===== config.mk =====
export PLATFORM = sky130hd
export DESIGN_NAME = lpc_stage_sequencer_flat
export DESIGN_NICKNAME = d
export VERILOG_FILES = /design/src/rtl/lpc_stage_sequencer_pkg.sv /design/src/rtl/lpc_stage_sequencer_if.sv /design/src/rtl/lpc_stage_timer.sv /design/src/rtl/lpc_stage_sequencer.sv /design/src/flat_wrapper.sv
export SDC_FILE = /design/constraint.sdc
export NUM_CORES = 1
export LEC_CHECK = 0
export CAP_MARGIN = 5
export CORE_MARGIN = 8
export CORE_UTILIZATION = 50
export DETAILED_ROUTE_END_ITERATION = 10
export PLACE_DENSITY_LB_ADDON = 0.15
export SLEW_MARGIN = 20
export SYNTH_ARGS = -nofsm -noshare
export SYNTH_HDL_FRONTEND = slang
export SYNTH_SLANG_ARGS = --single-unit

===== constraint.sdc =====
create_clock -name clk -period 4.5 [get_ports clk]
set_input_delay 0.9 -clock clk [delete_from_list [all_inputs] [get_ports clk]]
set_output_delay 0.9 -clock clk [all_outputs]
set_load 0.005 [all_outputs]

===== src/rtl/lpc_stage_sequencer_pkg.sv =====
// Shared definitions for the LPC stage sequencer and the G.729 top-level muxes:
// state encoding, memory-owner test code and default sizing.
package lpc_stage_sequencer_pkg;

  typedef enum logic [2:0] {
    ST_IDLE   = 3'd0,
    ST_LAUNCH = 3'd1,
    ST_WAIT   = 3'd2,
    ST_FINISH = 3'd3,
    ST_ERROR  = 3'd4
  } seq_state_t;

  localparam logic [2:0] MEM_OWNER_TEST     = 3'd7;
  localparam int         DEF_NUM_STAGES     = 4;
  localparam int         DEF_TIMEOUT_CYCLES = 4095;

endpackage


===== src/rtl/lpc_stage_sequencer_if.sv =====
// Control bundle between the frame controller / LPC stages and the sequencer.
// The sequencer uses the slave modport; the driving side uses master.
interface lpc_stage_sequencer_if
  import lpc_stage_sequencer_pkg::*;
#(
  parameter int NUM_STAGES = DEF_NUM_STAGES
);

  logic                  start;
  logic                  abort;
  logic                  testOwn;
  logic [NUM_STAGES-1:0] stageDone;
  logic [NUM_STAGES-1:0] stageStart;
  logic [2:0]            memOwner;
  logic                  busy;
  logic                  done;
  logic                  err;
  logic [15:0]           frameCount;

  modport master (
    output start, abort, testOwn, stageDone,
    input  stageStart, memOwner, busy, done, err, frameCount
  );

  modport slave (
    input  start, abort, testOwn, stageDone,
    output stageStart, memOwner, busy, done, err, frameCount
  );

endinterface


===== src/rtl/lpc_stage_timer.sv =====
// Busy-stage watchdog: counts enabled cycles and flags expiry on the
// TIMEOUT_CYCLES-th consecutive enabled cycle.
module lpc_stage_timer
  import lpc_stage_sequencer_pkg::*;
#(
  parameter int TIMEOUT_CYCLES = DEF_TIMEOUT_CYCLES
) (
  input  logic clk,
  input  logic reset,
  input  logic clear,
  input  logic enable,
  output logic expired
);

  logic [11:0] r_count;

  always_ff @(posedge clk or negedge reset) begin
    if (!reset) begin
      r_count <= 12'd0;
    end else if (clear) begin
      r_count <= 12'd0;
    end else if (enable) begin
      r_count <= r_count + 12'd1;
    end
  end

  assign expired = enable && (r_count == 12'(TIMEOUT_CYCLES - 1));

endmodule


===== src/rtl/lpc_stage_sequencer.sv =====
// Walks the chained LPC stages (autocorr, lag window, levinson, az-to-lsp) once
// per frame. Optional stage watchdog is built when LPC_SEQ_TIMEOUT_EN is defined.
module lpc_stage_sequencer
  import lpc_stage_sequencer_pkg::*;
#(
  parameter int NUM_STAGES     = DEF_NUM_STAGES,
  parameter int TIMEOUT_CYCLES = DEF_TIMEOUT_CYCLES
) (
  input logic                  clk,
  input logic                  reset,
  lpc_stage_sequencer_if.slave bus
);

  seq_state_t            r_state;
  seq_state_t            w_state_next;
  logic [2:0]            r_idx;
  logic [2:0]            w_idx_next;
  logic                  r_err;
  logic                  w_err_next;
  logic [15:0]           r_frame_count;
  logic [NUM_STAGES-1:0] w_onehot;
  logic                  w_cur_done;
  logic                  w_last;
  logic                  w_expired;

  assign w_onehot   = NUM_STAGES'(1) << r_idx;
  assign w_cur_done = |(bus.stageDone & w_onehot);
  assign w_last     = (r_idx == 3'(NUM_STAGES - 1));

`ifdef LPC_SEQ_TIMEOUT_EN
  lpc_stage_timer #(
    .TIMEOUT_CYCLES (TIMEOUT_CYCLES)
  ) u_timer (
    .clk     (clk),
    .reset   (reset),
    .clear   ((r_state != ST_WAIT) || bus.abort),
    .enable  (r_state == ST_WAIT),
    .expired (w_expired)
  );
`else
  assign w_expired = 1'b0;
`endif

  always_ff @(posedge clk or negedge reset) begin
    if (!reset) begin
      r_state       <= ST_IDLE;
      r_idx         <= 3'd0;
      r_err         <= 1'b0;
      r_frame_count <= 16'd0;
    end else begin
      r_state <= w_state_next;
      r_idx   <= w_idx_next;
      r_err   <= w_err_next;
      if ((r_state == ST_FINISH) && !bus.abort) begin
        r_frame_count <= r_frame_count + 16'd1;
      end
    end
  end

  always_comb begin
    w_state_next = r_state;
    w_idx_next   = r_idx;
    w_err_next   = r_err;
    case (r_state)
      ST_IDLE: begin
        if (bus.start) begin
          w_state_next = ST_LAUNCH;
          w_idx_next   = 3'd0;
          w_err_next   = 1'b0;
        end
      end
      ST_LAUNCH: w_state_next = ST_WAIT;
      ST_WAIT: begin
        // A completing stage beats a simultaneous watchdog expiry.
        if (w_cur_done) begin
          if (w_last) begin
            w_state_next = ST_FINISH;
          end else begin
            w_state_next = ST_LAUNCH;
            w_idx_next   = r_idx + 3'd1;
          end
        end else if (w_expired) begin
          w_state_next = ST_ERROR;
          w_err_next   = 1'b1;
        end
      end
      ST_FINISH: w_state_next = ST_IDLE;
`ifdef LPC_SEQ_TIMEOUT_EN
      ST_ERROR: begin
        if (bus.start) begin
          w_state_next = ST_IDLE;
          w_err_next   = 1'b0;
        end
      end
`endif
      default: w_state_next = ST_IDLE;
    endcase
    // Abort outranks everything, including a start that would clear err.
    if (bus.abort) begin
      w_state_next = ST_IDLE;
      w_idx_next   = 3'd0;
      w_err_next   = r_err;
    end
  end

  always_comb begin
    bus.memOwner = 3'd0;
    case (r_state)
      ST_IDLE:   bus.memOwner = bus.testOwn ? MEM_OWNER_TEST : 3'd0;
      ST_LAUNCH: bus.memOwner = r_idx;
      ST_WAIT:   bus.memOwner = r_idx;
      ST_FINISH: bus.memOwner = r_idx;
      default:   bus.memOwner = 3'd0;
    endcase
  end

  assign bus.stageStart = (r_state == ST_LAUNCH) ? w_onehot : '0;
  assign bus.busy       = (r_state == ST_LAUNCH) || (r_state == ST_WAIT);
  assign bus.done       = (r_state == ST_FINISH) && !bus.abort;
  assign bus.err        = r_err;
  assign bus.frameCount = r_frame_count;

endmodule


===== src/flat_wrapper.sv =====
// flat-port wrapper written by rule: the top's interface ports become plain ports
module lpc_stage_sequencer_flat import lpc_stage_sequencer_pkg::*;
#(
  parameter int NUM_STAGES     = DEF_NUM_STAGES,
  parameter int TIMEOUT_CYCLES = DEF_TIMEOUT_CYCLES
)
  (clk, reset, bus_start, bus_abort, bus_testOwn, bus_stageDone, bus_stageStart, bus_memOwner, bus_busy, bus_done, bus_err, bus_frameCount);
  lpc_stage_sequencer_if #(.NUM_STAGES(NUM_STAGES)) bus_i ();
  input logic clk;
  input logic reset;
  input wire logic [$bits(bus_i.start)-1:0] bus_start;
  input wire logic [$bits(bus_i.abort)-1:0] bus_abort;
  input wire logic [$bits(bus_i.testOwn)-1:0] bus_testOwn;
  input wire logic [$bits(bus_i.stageDone)-1:0] bus_stageDone;
  output wire logic [$bits(bus_i.stageStart)-1:0] bus_stageStart;
  output wire logic [$bits(bus_i.memOwner)-1:0] bus_memOwner;
  output wire logic [$bits(bus_i.busy)-1:0] bus_busy;
  output wire logic [$bits(bus_i.done)-1:0] bus_done;
  output wire logic [$bits(bus_i.err)-1:0] bus_err;
  output wire logic [$bits(bus_i.frameCount)-1:0] bus_frameCount;
  assign bus_i.start = bus_start;
  assign bus_i.abort = bus_abort;
  assign bus_i.testOwn = bus_testOwn;
  assign bus_i.stageDone = bus_stageDone;
  assign bus_stageStart = bus_i.stageStart;
  assign bus_memOwner = bus_i.memOwner;
  assign bus_busy = bus_i.busy;
  assign bus_done = bus_i.done;
  assign bus_err = bus_i.err;
  assign bus_frameCount = bus_i.frameCount;
  lpc_stage_sequencer #(.NUM_STAGES(NUM_STAGES), .TIMEOUT_CYCLES(TIMEOUT_CYCLES)) u_core (.clk(clk), .reset(reset), .bus(bus_i));
endmodule

==> Word-level counts from Yosys, hierarchy flattened <==
Index checks and enable logic that the tools add are counted.
{ "totals": {"inputBits": 9, "latchBits": 0, "out_inout_bits": 26, "ramBits": 0, "reg_bits": 22, "mem_bits_ro": 0, "mem_count": 0} }
{ "op_classes": {"n_mux": 13, "multipliers": 0, "n_addsub": 2, "n_div": 0, "magnitude_cmp": 0, "bitwise": 1, "n_reduce_logical": 9, "n_eq_ne": 7, "shifts": 1} }
{ "ops": {"columns": ["cell", "n"], "rows": [
  ["$mux W3", 8],
  ["$add A16 B1 Y16 const B", 1],
  ["$pmux W3 S2", 2],
  ["$eq A3 B2 Y1 const B", 3],
  ["$pmux W3 S3", 1],
  ["$ne A3 B3 Y1 const B", 2],
  ["$and A4 B4 Y4", 1],
  ["$mux W4", 1],
  ["$reduce_and A4 Y1", 1],
  ["$reduce_or A4 Y1", 1],
  ["$shl A1 B3 Y4 const A", 1],
  ["$add A3 B1 Y3 const B", 1],
  ["$eq A3 B1 Y1 const B", 1],
  ["$logic_not A3 Y1", 1],
  ["$ne A3 B2 Y1 const B", 1],
  ["$reduce_bool A3 Y1", 1],
  ["$reduce_or A3 Y1", 1],
  ["$mux W2", 1],
  ["$reduce_and A2 Y1", 1],
  ["$logic_and A1 B1 Y1", 1],
  ["$logic_not A1 Y1", 1],
  ["$logic_or A1 B1 Y1", 1]
]} }

==> Depth between registers and ports, before layout <==
Gate-level depths: netlist (run 1).
{ "logic_depth": {"word_depth": 6, "depth_mapped": 6, "mapped_depth_nobuf": 6} }

==> Worst setup path after synthesis (run 1) <==
No wires, ideal clock.
{ "synth_timing": {"path_kind": "in2out", "start": "in bus_abort", "end": "out bus_done", "setup_slack_ps": 2415, "cell_stages": 2, "arrival_ps": 1185, "path_cell_list": "nor2b_1 clkbuf_1"} }
{ "synth_between": {"elab_chain_cells": 2} }
{ "synth_lines": {"columns": ["element", "line", "source"], "rows": [
  ["from (decl)", "flat_wrapper.sv:12", "input wire logic [$bits(bus_i.abort)-1:0] bus_abort;"],
  ["$logic_not A1 Y1", "lpc_stage_sequencer.sv:119", "assign bus.done = (r_state == ST_FINISH) && !bus.abort;"],
  ["$logic_and A1 B1 Y1", "lpc_stage_sequencer.sv:119", null],
  ["to (decl)", "flat_wrapper.sv:18", "output wire logic [$bits(bus_i.done)-1:0] bus_done;"]
]} }
No other way between the ends.

==> Final worst setup path (run 1) <==
Same ends and word-level chain as after synthesis.

==> results of run 1 <==
## layout make-up
cell class	instances	share of cell area, %
repair buffers	33	20.54
clock buffers	4	1.634
multi-input cells	80	40.93
well taps	30	2.335
flip-flops and latches	21	32.68
inverters	8	1.868
## kinds of logic (layout without fill, tap and decap cells)
family | count (synthesis) | count (layout) | synth area share (%)
buffers and inverters | 10 | 45 | 3.371
muxes | 3 | 3 | 2.656
AOI/OAI and AO/OA | 13 | 13 | 9.193
adders and majority gates | 11 | 11 | 11.24
other | 1 | 1 | 0.3061
and+or+nand+nor | 37 | 37 | 19.61
xor gates and xnor gates | 15 | 15 | 10.73
DFF | 21 | 21 | 42.90
## power breakdown
group          internal (µW)  leakage [µW]  switching, µW  total (µW)
Combinational            111      0.000465           89.6         201
Sequential               205      0.000290           26.0         231
Clock                   34.5     0.0000150           53.4        87.9
## worst max-delay path by stage
stage | start | to | slack (ps) | cells past startpoint
after floorplan | bus_abort | bus_done | 2420 | 2
after global placement | bus_abort | bus_done | 1230 | 3
after detailed placement | bus_abort | bus_done | 1170 | 3
after CTS | bus_abort | bus_done | 1160 | 3
after global routing | bus_abort | bus_done | 1080 | 3
final | bus_abort | bus_done | 1170 | 3
## per-layer routing
layer  GRT usage, %  vias up  share of wire, %
li1               -      451                 -
met3          6.463        2               7.5
met1          14.53      431                43
met4          2.452        0              0.51
met5              0        -                 0
met2          20.30       19                49
## registers in the layout (all words and copies together) (netlist names)
signal                 cells
u_core.r_idx               3
u_core.bus.frameCount     16
u_core.r_state             2
## synth_stat cells, drive strengths merged
library cell  number  area, µm²
and3               2      12.51
a32o               1      10.01
and2               4      25.02
dfrtp             21      525.5
a22o               1      8.760
a222oi             1      10.01
nor3b              1      7.510
clkbuf             1      3.750
mux2               2      22.52
xor2               7      61.31
xnor2              8      70.07
or2                1      6.260
nand3              5      25.02
o41ai              2      17.52
nand2b             1      6.260
nand2              8      30.03
o21bai             1      7.510
nand4              3      33.78
o21ai              5      25.02
ha                11      137.6
nor2b              2      12.51
nand4b             1      8.760
nor3               2      10.01
buf                1      7.510
nand3b             1      20.02
o2111a             1      12.51
mux2i              1      10.01
a31oi              1      21.27
nor4               2      27.53
conb               1      3.750
nor2               4      15.01
inv                8      30.03
## stage by stage
stage | hold slack [ps] | util [%] | setup WS (ps)
4_1_cts | 496.8 | 67.35 | 1160
3_5_place_dp | 475.1 | 66.25 | 1168
5_1_grt | 514.2 | 67.35 | 1080
3_3_place_gp | 465.8 | 66.25 | 1225
6_report | 488.6 | 67.35 | 1170
2_1_floorplan | 468.2 | - | 2415
## critical path: stages
cell and delay, ps:
clkdlybuf4s50_1 540, nor2b_1 390, clkdlybuf4s50_1 600
==> results.py, run 1 <==
metrics = {
    "outcome": {
        "outcome": "complete, no violations",
    },
    "cts": {
        "clk_pin_slew_ps": 100,
        "htreeDepth": 1,
        "cts_sinks": 21,
        "cts_resized": 0,
        "clk_latency_ps": 300,
        "numCtsBuffers": 3,
        "hold_buffers": 0,
        "clockBufferDepth": 2,
        "cts_setup_buffers": 0,
        "cts_tree": "yes",
        "root_buffer": "clkbuf_4",
    },
    "power_and_ir_drop": {
        "peakVddDrop_v": 0.0002717,
        "power_leakage_uw": 0.0007695,
        "total_power_uw": 520.3,
        "powerDensity_mw_per_mm2": 323.6,
    },
    "timing": {
        "slew_viol_final": 0,
        "fin_crit_sh_pct": 73.99,
        "finalHoldViolations": 0,
        "tightest_slew_ps": 896.2,
        "period_needed_ps": 3330,
        "finClkSkew_ps": 7.665,
        "fin_setup_tns_ps": 0,
        "clock.fmax_mhz": 300.3,
        "setup-violations-final": 0,
        "maxSlewHeadroom_pct": 40.07,
        "rsz0062_at_grt": "no",
    },
    "setup_path": {
        "start_kind": "input pin",
        "critPathArrivalTime_ps": 2430,
        "crit_path_end_kind": "output port",
        "r2r-end": "u_core.r_state[0]$_DFFE_PN0P_",
        "r2r_slack_ps": 2640,
        "regToRegStartpoint": "u_core.r_idx[0]$_DFFE_PN0P_",
        "worstRegToRegCells": 6,
        "path_class": "input pin to output port",
        "worstPathMaxFanout": 7,
        "crit_required_ps": 3600,
    },
    "cells_and_area": {
        "mostFrequentLayoutCells": "clkdlybuf4s50_1 (33), dfrtp_1 (21), ha_1 (11)",
        "final_area_mm2": 0.001608,
        "antenna_cells": 0,
        "fill_cells": 210,
        "register_area_um2": 525.5,
        "drive_above_1_share_pct": 7.534,
        "multi_input_area_um2": 658.1,
        "fin_nets": 167,
        "layout.cells.non_filler": 176,
        "layout_commonest_cell": "clkdlybuf4s50_1",
        "area_growth_pct": 31.26,
    },
    "worst_hold_path": {
        "hold_path.class": "flip-flop to flip-flop",
        "min_to": "u_core.bus.frameCount[15]$_DFFE_PN0P_",
        "hp-start": "u_core.bus.frameCount[15]$_DFFE_PN0P_",
        "holdPathStages": 1,
    },
    "detailed_routing": {
        "wirelength_mm": 2.531,
        "drc_errors": 0,
        "first_pass_iters": 4,
        "dr_total_vias": 903,
        "wl_per_cell_um": 14.38,
        "drt_iter0_drc": 20,
        "vias_per_cell": 5.131,
        "ant_nets": 0,
    },
    "placed_design": {
        "io_buffers": 33,
        "place.gp.congestion": 0.8018,
        "place_area_mm2": 0.001582,
        "place_inst": 172,
        "hpwl_mm": 2.079,
    },
    "synthesis": {
        "yosys_register_bits": 21,
        "yosysWarnings": 0,
        "netlist_area_mm2": 0.001225,
        "synth_nets": 131,
        "synthDistinctLibCells": 34,
        "syn_inst": 111,
        "ys_seq_area_share_pct": 42.90,
        "avgSynthCellArea_um2": 11.04,
    },
    "floorplanning": {
        "start_util_pct": 51.31,
        "io_pins": 35,
        "fp-row-count": 18,
        "core_area_mm2": 0.002387,
        "die_h_um": 65.50,
        "dieArea_mm2": 0.004290,
        "die_x_um": 65.50,
    },
    "grt": {
        "grt_usage_pct": 12.53,
        "grt_overflow": 0,
        "grt_pass1_wl_mm": 4.243,
        "first_global_vias": 900,
        "grt_max_degree": 22,
        "antenna_found_initial": 0,
    },
    "flow_run": {
        "cap_violations": 0,
    },
}
Note: power is estimated with default switching activity, not from simulation.
==> run 2: changes to the inputs <==
--- a/config.mk
+++ b/config.mk
@@ -7,7 +7,7 @@
 export LEC_CHECK = 0
 export CAP_MARGIN = 5
 export CORE_MARGIN = 8
-export CORE_UTILIZATION = 50
+export CORE_UTILIZATION = 42
 export DETAILED_ROUTE_END_ITERATION = 10
 export PLACE_DENSITY_LB_ADDON = 0.15
 export SLEW_MARGIN = 20
==> constraint.sdc (replaced) <==
create_clock -name clk -period 2.9 [get_ports clk]
set_input_delay 0.58 -clock clk [delete_from_list [all_inputs] [get_ports clk]]
set_output_delay 0.58 -clock clk [all_outputs]
set_load 0.005 [all_outputs]
==> run 2 against run 1 <==
  * Die area up 14%
  * Worst hold slack worse by 9.4 ps
  * Cell count up 2.3%
  * Clock power up 62%
  * Routed wire length up 0.75%
  * First-iteration DRC count up 5.0%
  * Core utilization down 8.1 points
  * Critical path depth up 2
  * Sequential power up 55%
  * Critical path type is now flip-flop to output port
  * Largest cell class unchanged
==> results.py, run 2 (synthesis results as in run 1) <==
metrics = {
    "cells_and_area": {
        "layout.cells.non_filler": 180,
        "fin_nets": 170,
        "drive_above_1_share_pct": 10.07,
        "area_growth_pct": 33.30,
        "fill_cells": 252,
        "largest_register_ffs": 16,
        "layout_commonest_cell": "clkdlybuf4s50_1",
        "final_area_mm2": 0.001633,
        "mostFrequentLayoutCells": "clkdlybuf4s50_1 (33), dfrtp_1 (21), ha_1 (11)",
        "antenna_cells": 0,
    },
    "setup_path": {
        "r2r-end": "u_core.r_state[0]$_DFFE_PN0P_",
        "cpPeakStageDelay_ps": 520,
        "cp_cell_sequence": "inv_1 -> ha_1 -> nand2_1 -> o21ai_0 -> clkdlybuf4s50_1",
        "worstRegToRegCells": 6,
        "r2r_slack_ps": 1020,
        "crit_path_end_kind": "output port",
        "start_kind": "flip-flop",
        "regToRegStartpoint": "u_core.r_idx[0]$_DFFE_PN0P_",
        "critPathArrivalTime_ps": 1870,
        "crit_required_ps": 2320,
        "slowest_stage": "clkdlybuf4s50_1",
        "path_class": "flip-flop to output port",
        "worstPathMaxFanout": 6,
    },
    "detailed_routing": {
        "dr_total_vias": 907,
        "met2WireLength_mm": 1.194,
        "drt_iter0_drc": 21,
        "wl_per_cell_um": 14.17,
        "wl_met1_mm": 1.159,
        "wirelength_mm": 2.550,
        "ant_nets": 0,
        "first_pass_iters": 4,
        "drc_errors": 0,
        "route.met3.wl_um": 176,
        "vias_per_cell": 5.039,
        "highest_layer": "met4",
    },
    "timing": {
        "worst_slack_ps": 453.4,
        "whs_ps": 479.2,
        "setup-violations-final": 0,
        "rsz0062_at_grt": "no",
        "period_needed_ps": 2447,
        "fin_setup_tns_ps": 0,
        "clock.fmax_mhz": 408.7,
        "finalHoldViolations": 0,
        "slew_viol_final": 0,
        "finClkSkew_ps": 7.117,
        "fin_crit_sh_pct": 84.37,
    },
    "cts": {
        "cts_resized": 0,
        "cts_setup_buffers": 0,
        "clk_latency_ps": 300,
        "htreeDepth": 1,
        "hold_buffers": 0,
        "clk_pin_slew_ps": 120,
        "cts_sinks": 21,
        "clockBufferDepth": 2,
        "root_buffer": "clkbuf_4",
        "cts_tree": "yes",
        "numCtsBuffers": 3,
    },
    "flow_run": {
        "cap_violations": 0,
    },
    "worst_hold_path": {
        "hp-start": "u_core.bus.frameCount[15]$_DFFE_PN0P_",
        "min_to": "u_core.bus.frameCount[15]$_DFFE_PN0P_",
        "holdPathStages": 1,
        "hold_path.class": "flip-flop to flip-flop",
    },
    "placed_design": {
        "post-place-ws_ps": 599.4,
        "hpwl_mm": 2.015,
        "place_inst": 176,
        "place_area_mm2": 0.001605,
        "place.gp.congestion": 0.7493,
        "io_buffers": 33,
    },
    "floorplanning": {
        "die_x_um": 70.01,
        "start_util_pct": 44.42,
        "die_h_um": 70.01,
        "dieArea_mm2": 0.004901,
        "core_area_mm2": 0.002758,
        "fp-row-count": 19,
        "io_pins": 35,
    },
    "grt": {
        "grt_max_degree": 22,
        "antenna_found_initial": 0,
        "grt_overflow": 0,
        "grt_pass1_wl_mm": 4.540,
        "grt_usage_pct": 10.91,
        "first_global_vias": 1001,
    },
    "power_and_ir_drop": {
        "powerDensity_mw_per_mm2": 498.4,
        "peakVddDrop_v": 0.0004143,
        "power_leakage_uw": 0.0007872,
    },
    "outcome": {
        "outcome": "complete, no violations",
    },
}
[run 2: through the flow]
stage | power, µW | util, %
floorplan | 522.6 | -
global placement | 667.3 | 58.21
detailed placement | 680.3 | 58.21
CTS | 830.0 | 59.21
global route | 879.6 | 59.21
finish | 813.7 | 59.21
[run 2: layout make-up]
type | count | area, µm² | area share (%)
clock buffer | 3 | 22.52 | 1.379
multi-input combinational | 80 | 658.1 | 40.31
tap | 31 | 38.79 | 2.375
sequential | 21 | 525.5 | 32.18
clock inverter | 1 | 5.005 | 0.3065
timing repair buffer | 36 | 352.8 | 21.61
inverter | 8 | 30.03 | 1.839
[run 2: worst max-delay path by stage]
stage / from / to / slack, ps / cells past startpoint
after floorplan: u_core.r_state[0]$_DFFE_PN0P_ / u_core.r_idx[0]$_DFFE_PN0P_ / 1240 / 6
after global placement: bus_abort / bus_done / 600 / 3
after detailed placement: bus_abort / bus_done / 600 / 3
after CTS: u_core.r_state[0]$_DFFE_PN0P_ / bus_memOwner[2] / 430 / 5
after global routing: u_core.r_state[0]$_DFFE_PN0P_ / bus_memOwner[0] / 290 / 5
final: u_core.r_state[0]$_DFFE_PN0P_ / bus_memOwner[2] / 450 / 5
[run 2: layer usage]
metal	track usage [%]	up-vias
li1	-	457
met1	12.27	425
met2	18.07	23
met3	3.955	2
met4	4.688	0
met5	0	-
[run 2: power breakdown]
part / internal [µW] / switching (µW) / total, µW
Combinational: 176 / 137 / 313
Sequential: 319 / 40.4 / 359
Clock: 51.4 / 90.6 / 142
[run 2: critical path, delay by kind of cell, from the launching register on]
| family | cells | cell delay [ps] |
|---|---|---|
| fa+ha+maj | 1 | 250 |
| simple gates | 1 | 100 |
| compound gates | 1 | 90 |
| buf+inv | 2 | 670 |
| flops | 1 | 460 |
==> run 3: changes to the inputs <==
==> constraint.sdc (replaced) <==
create_clock -name clk -period 2.1 [get_ports clk]
set_input_delay 0.42 -clock clk [delete_from_list [all_inputs] [get_ports clk]]
set_output_delay 0.42 -clock clk [all_outputs]
set_load 0.005 [all_outputs]
==> run 3 against run 2 <==
  * Die area unchanged
  * Cell count up 1.7%
  * First-iteration DRC count did not move
  * Non-clock buffer count rose by 3
  * Critical path depth fell by 2
  * Combinational power increased by 51%
==> results.py, run 3 (synthesis results as in run 1) <==
metrics = {
    "outcome": {
        "outcome": "complete, no violations",
    },
    "cts": {
        "clockBufferDepth": 2,
        "root_buffer": "clkbuf_4",
        "clk_pin_slew_ps": 120,
        "clk_latency_ps": 300,
        "hold_buffers": 0,
        "numCtsBuffers": 3,
        "cts_sinks": 21,
        "cts_tree": "yes",
        "htreeDepth": 1,
    },
    "power_and_ir_drop": {
        "p_switching_uw": 385.7,
        "switching_share_pct": 33.17,
        "power_leakage_uw": 0.0008205,
        "combPwrFrac_pct": 40.7,
        "seqPwrFrac_pct": 42.3,
        "total_power_uw": 1163,
        "p_clk_share_pct": 17.0,
        "powerDensity_mw_per_mm2": 702.4,
        "peakVddDrop_v": 0.0005719,
        "internal_power_uw": 777.1,
    },
    "grt": {
        "antenna_found_initial": 0,
        "grt_pass1_wl_mm": 4.657,
        "grt_overflow": 0,
        "grt_max_degree": 22,
        "first_global_vias": 1030,
        "grt_usage_pct": 11.14,
    },
    "placed_design": {
        "io_buffers": 33,
        "place.gp.congestion": 0.7530,
        "post-place-ws_ps": 82.76,
        "hpwl_mm": 2.024,
    },
    "floorplanning": {
        "core_area_mm2": 0.002758,
        "dieArea_mm2": 0.004901,
        "io_pins": 35,
        "die_x_um": 70.01,
        "fp-row-count": 19,
        "die_h_um": 70.01,
        "start_util_pct": 44.42,
    },
    "setup_path": {
        "cp.buffers_inverters": 2,
        "path_delay_family": "buffers and inverters",
        "crit_required_ps": 1680,
        "worstPathMaxFanout": 4,
        "cp_cell_sequence": "inv_2 -> ha_4 -> clkdlybuf4s50_1",
        "path_class": "flip-flop to output port",
        "cpPeakStageDelay_ps": 490,
        "slowest_stage": "clkdlybuf4s50_1",
        "critPathArrivalTime_ps": 1580,
        "start_kind": "flip-flop",
        "crit_path_end_kind": "output port",
    },
    "timing": {
        "setup-violations-final": 0,
        "finClkSkew_ps": 2.600,
        "fin_crit_sh_pct": 95.12,
        "slew_viol_final": 0,
        "clock.fmax_mhz": 500.6,
        "worst_slack_ps": 102.4,
        "rsz0062_at_grt": "no",
        "finalHoldViolations": 0,
        "period_needed_ps": 1998,
    },
    "detailed_routing": {
        "wirelength_mm": 2.646,
        "ant_nets": 0,
        "dr_total_vias": 929,
        "wl_per_cell_um": 14.46,
        "drt_iter0_drc": 21,
        "vias_per_cell": 5.077,
        "drc_errors": 0,
        "first_pass_iters": 4,
    },
    "cells_and_area": {
        "drive_above_1_share_pct": 18.42,
        "largest_register_ffs": 16,
        "fill_cells": 254,
        "area_growth_pct": 35.14,
        "mostFrequentLayoutCells": "clkdlybuf4s50_1 (25), dfrtp_1 (20), ha_1 (9), nand2_1 (8), xnor2_1 (8)",
        "fin_nets": 173,
        "antenna_cells": 0,
        "layout_commonest_cell": "clkdlybuf4s50_1",
    },
    "flow_run": {
        "cap_violations": 0,
    },
    "worst_hold_path": {
        "hold_path.class": "input pin to async pin",
    },
}
run 3: worst reg2reg max path, stage by stage, from the launching register on:
cell and delay [ps]:
dfrtp_1 380, buf_4 130, inv_1 60, ha_1 210
a222oi_1 330, o2111a_2 290, nor3b_1 80, a32o_1 250
run 3: layout make-up:
| class | count | area, µm² | area share, % |
|---|---|---|---|
| clock buffers | 3 | 22.52 | 1.361 |
| clock inverters | 1 | 5.005 | 0.3023 |
| inverters | 8 | 30.03 | 1.814 |
| multi-input cells | 80 | 678.2 | 40.97 |
| flip-flops and latches | 21 | 526.8 | 31.82 |
| well taps | 31 | 38.79 | 2.343 |
| repair buffers | 39 | 354.1 | 21.39 |
run 3: power by group through the flow:
stage	sequential, µW	clock [µW]	combinational (µW)
2_1_floorplan	492	0	229
3_3_place_gp	499	0	422
3_5_place_dp	503	0	436
4_1_cts	483	206	507
5_1_grt	502	219	531
6_report	492	197	474
run 3: layer usage:
layer	wire (µm)	track usage, %	vias up	share of wire, %
met5	0	0	-	0
met4	14	4.018	0	0.53
met3	217	4.802	2	8.2
met2	1237	19.09	23	47
met1	1175	11.85	436	44
li1	-	-	468	-
run 3: what timing repair did:
item,4_1_cts,5_1_grt
setup buffers,4,0
setup endpoints to repair,9,4
resized for setup,19,3
gates cloned,0,0
run 3: stage by stage:
step                      cell area, µm²  setup TNS (ps)  hold slack [ps]  util (%)  std cells
after CTS                           1678          -13.28            442.6     60.84        184
after global routing                1655               0            450.4     60.03        183
final                               1655               0            443.9     60.03        183
after global placement              1605               0            458.6     58.21        176
after floorplan                     1225               0            124.4         -        111
after detailed placement            1605               0            466.4     58.21        176
run 3: path summary, 6_finish.rpt:
check                                                           start                                     to  slack (ps)  cells after the start
worst max-delay path                    u_core.r_state[0]$_DFFE_PN0P_                               bus_busy         100                      3
worst min-delay path                                            reset   u_core.bus.frameCount[0]$_DFFE_PN0P_         440                      2
worst max register to register            u_core.r_idx[0]$_DFFE_PN0P_          u_core.r_state[0]$_DFFE_PN0P_         260                      7
worst min register to register  u_core.bus.frameCount[15]$_DFFE_PN0P_  u_core.bus.frameCount[15]$_DFFE_PN0P_         480                      1
max in group asynchronous                                       reset          u_core.r_state[1]$_DFFE_PN0P_        1430                      2
min in group clk                u_core.bus.frameCount[15]$_DFFE_PN0P_  u_core.bus.frameCount[15]$_DFFE_PN0P_         480                      1
==> variant, RTL diff (flow settings as in run 2) <==
`DEF_NUM_STAGES`: 4 -> 5.
--- a/src/rtl/lpc_stage_sequencer_pkg.sv
+++ b/src/rtl/lpc_stage_sequencer_pkg.sv
@@ -11,7 +11,7 @@
   } seq_state_t;
 
   localparam logic [2:0] MEM_OWNER_TEST     = 3'd7;
-  localparam int         DEF_NUM_STAGES     = 4;
+  localparam int         DEF_NUM_STAGES     = 5;
   localparam int         DEF_TIMEOUT_CYCLES = 4095;
 
 endpackage
Interface: changed (resized bus_stageDone and bus_stageStart); port bits go from 35 to 37. The function was not compared with the original's and may differ.
==> variant against run 2 <==
Count of clock-buffer cells in the layout up 1. Register-to-register slack got worse by 0.12 ns. Final area up 1.1%. Sequential cell count did not move. Utilization grew 0.17 points. Hold slack improved by 0.011 ns. Die area is 0.94% higher. Global-route usage grew 0.25 points. Synthesized area is 1.2% higher. Total power decreased by 2.8%. Via count is 4.5% higher. Wire length is 3.3% higher. Setup slack lost 0.046 ns. Critical path type unchanged.
==> variant: results (changes against run 2) <==
count_of_port_buffers_added_during_placement: 35  # +6.1%
yosysWarningCount: 0  # unchanged
grt_max_degree: 22  # unchanged
ctsRootBufferMaster: "sky130_fd_sc_hd__clkbuf_4"
peak_per_stage_delay_on_the_critical_path_ns: 0.49  # -0.03 ns
ctsResizeCount: 0  # unchanged
grt_util_met1_pct: 12.82  # +0.55 points
grt_use_met3_pct: 4.661  # +0.71 points
timing.critical_path.arrival_ns: 1.91  # +0.04 ns
worst_skew_pair.late_latency_ns: 0.30  # about the same
wire_length_of_the_first_global_routing_pass_mm: 4.719  # +3.9%
vias_per_cell: 5.097  # +1.1%
power_switching_mw: 0.2509  # -6.3%
globalplace.congestion: 0.8092  # +8.0%
worst_hold_path.num_cells: 1  # unchanged
power_leakage_nw: 0.7356  # -6.6%
postSynthNetCount: 137  # +4.6%
leading_cell_types_by_total_area_after_synthesis: "sky130_fd_sc_hd__dfrtp_1, sky130_fd_sc_hd__ha_1, sky130_fd_sc_hd__xnor2_1, sky130_fd_sc_hd__xor2_1, sky130_fd_sc_hd__mux2_2"
synth.top_cells.by_count: "sky130_fd_sc_hd__dfrtp_1, sky130_fd_sc_hd__ha_1, sky130_fd_sc_hd__xnor2_1"
hold_path_class: "reg -> reg"
clock_skew_ns: 0.004184  # -0.002934 ns
worst-r2r-cell-count: 6  # unchanged
grt_antenna_before_repair: 0  # unchanged
first_global_vias: 1057  # +5.6%
irDropWorstVdd_v: 0.0003071  # -26%
clkTransAtPathRegs_ns: 0.11
drive_gt1_share_pct: 7.742  # -2.3 points
timing.critical_path.slowest_stage_cell: "sky130_fd_sc_hd__clkdlybuf4s50_1"
largest_register_ffs: 16  # unchanged
detailedRoute.firstIterationViolations: 33  # +57%
synthesis.instances: 116  # +4.5%
postCtsSetupRepairBufs: 0  # unchanged
n_antenna_cell: 0  # unchanged
timing.critical_path.fanout_max: 6  # unchanged
clock_tree.buffer_depth: 2  # unchanged
h_tree_levels: 1  # unchanged
synth_seq_area_share_pct: 42.38  # -0.52 points
yosysUniqueCellTypes: 33  # -2.9%
track_usage_pct: 11.16  # +0.25 points
finalNonFillerCells: 186  # +3.3%
global_route.usage.met2_pct: 19.52  # +1.4 points
finish.net_count: 177  # +4.1%
tritoncts.num_buffers: 3  # unchanged
avgRoutedWirePerCell_um: 14.16  # about the same
dpl.hpwl_mm: 2.192  # +8.8%
outcome: "completed"
postSynth.asyncResetShare_pct: 100.0  # unchanged
dr.pass1.iters: 4  # unchanged
==> variant: cell types whose count changed after synthesis, sizes merged, moves of 2 or more <==
cell | run 2 | this run
nor2b | 2 | 5
o22ai | 0 | 3
a22o | 1 | 3
inv | 8 | 6
nand3 | 5 | 3
o21ai | 5 | 3
o41ai | 2 | 0
==> variant: worst paths after layout <==
| path | from | endpoint | slack (ns) |
|---|---|---|---|
| max reg2reg | u_core.r_idx[0] | u_core.r_idx[0] | 0.90 |
| min | u_core.bus.frameCount[15] | u_core.bus.frameCount[15] | 0.49 |
| max | u_core.r_state[1] | bus_stageStart[0] | 0.41 |
| max in group asynchronous | reset | u_core.bus.frameCount[12] | 2.08 |
| min in group asynchronous | reset | u_core.r_state[1] | 0.61 |
| min reg2reg | u_core.bus.frameCount[15] | u_core.bus.frameCount[15] | 0.49 |
==> variant: layout make-up <==
cell class,count,area [µm²]
well taps,31,38.79
flip-flops and latches,21,525.5
repair buffers,37,365.4
fillers,248,1130
inverters,6,22.52
multi-input cells,87,673.1
clock buffers,4,26.28
==> variant: logic make-up (layout without fill, tap and decap cells) <==
logic type | Yosys count | in the layout | synth area share (%)
simple gates | 43 | 43 | 20.48
flops | 21 | 21 | 42.38
xor+xnor | 15 | 15 | 10.60
compound gates | 12 | 12 | 7.467
fa+ha+maj | 11 | 11 | 11.10
buf+inv | 8 | 47 | 3.330
mux | 5 | 5 | 4.339
other cells | 1 | 1 | 0.3024
==> variant: critical path, delay by kind of cell, from the launching register on <==
family                     cells  cell delay [ns]
buffers and inverters          2             0.60
DFF                            1             0.47
and+or+nand+nor                2             0.36
adders and majority gates      1             0.18
==> variant: metrics by stage <==
stage / setup slack (ns) / hold slack (ns) / area [µm²] / util (%)
floorplan: 1.058 / 0.2844 / 1240 / -
global placement: 0.4158 / 0.4582 / 1625 / 58.43
detailed placement: 0.4189 / 0.4831 / 1625 / 58.43
CTS: 0.3935 / 0.5002 / 1652 / 59.38
global route: 0.2567 / 0.5251 / 1652 / 59.38
finish: 0.4076 / 0.4905 / 1652 / 59.38
==> variant: power groups by stage <==
stage	Sequential [mW]	Combinational, mW	Clock, mW
5_1_grt	0.359	0.329	0.159
4_1_cts	0.355	0.303	0.145
3_3_place_gp	0.358	0.295	0
2_1_floorplan	0.352	0.158	0
6_report	0.354	0.298	0.139
3_5_place_dp	0.361	0.302	0
==> variant: routing by layer <==
layer  vias up  wire length [µm]
met1       454              1170
met5         -                 0
li1        476                 -
met2        18              1324
met3         0               138
met4         0                 0
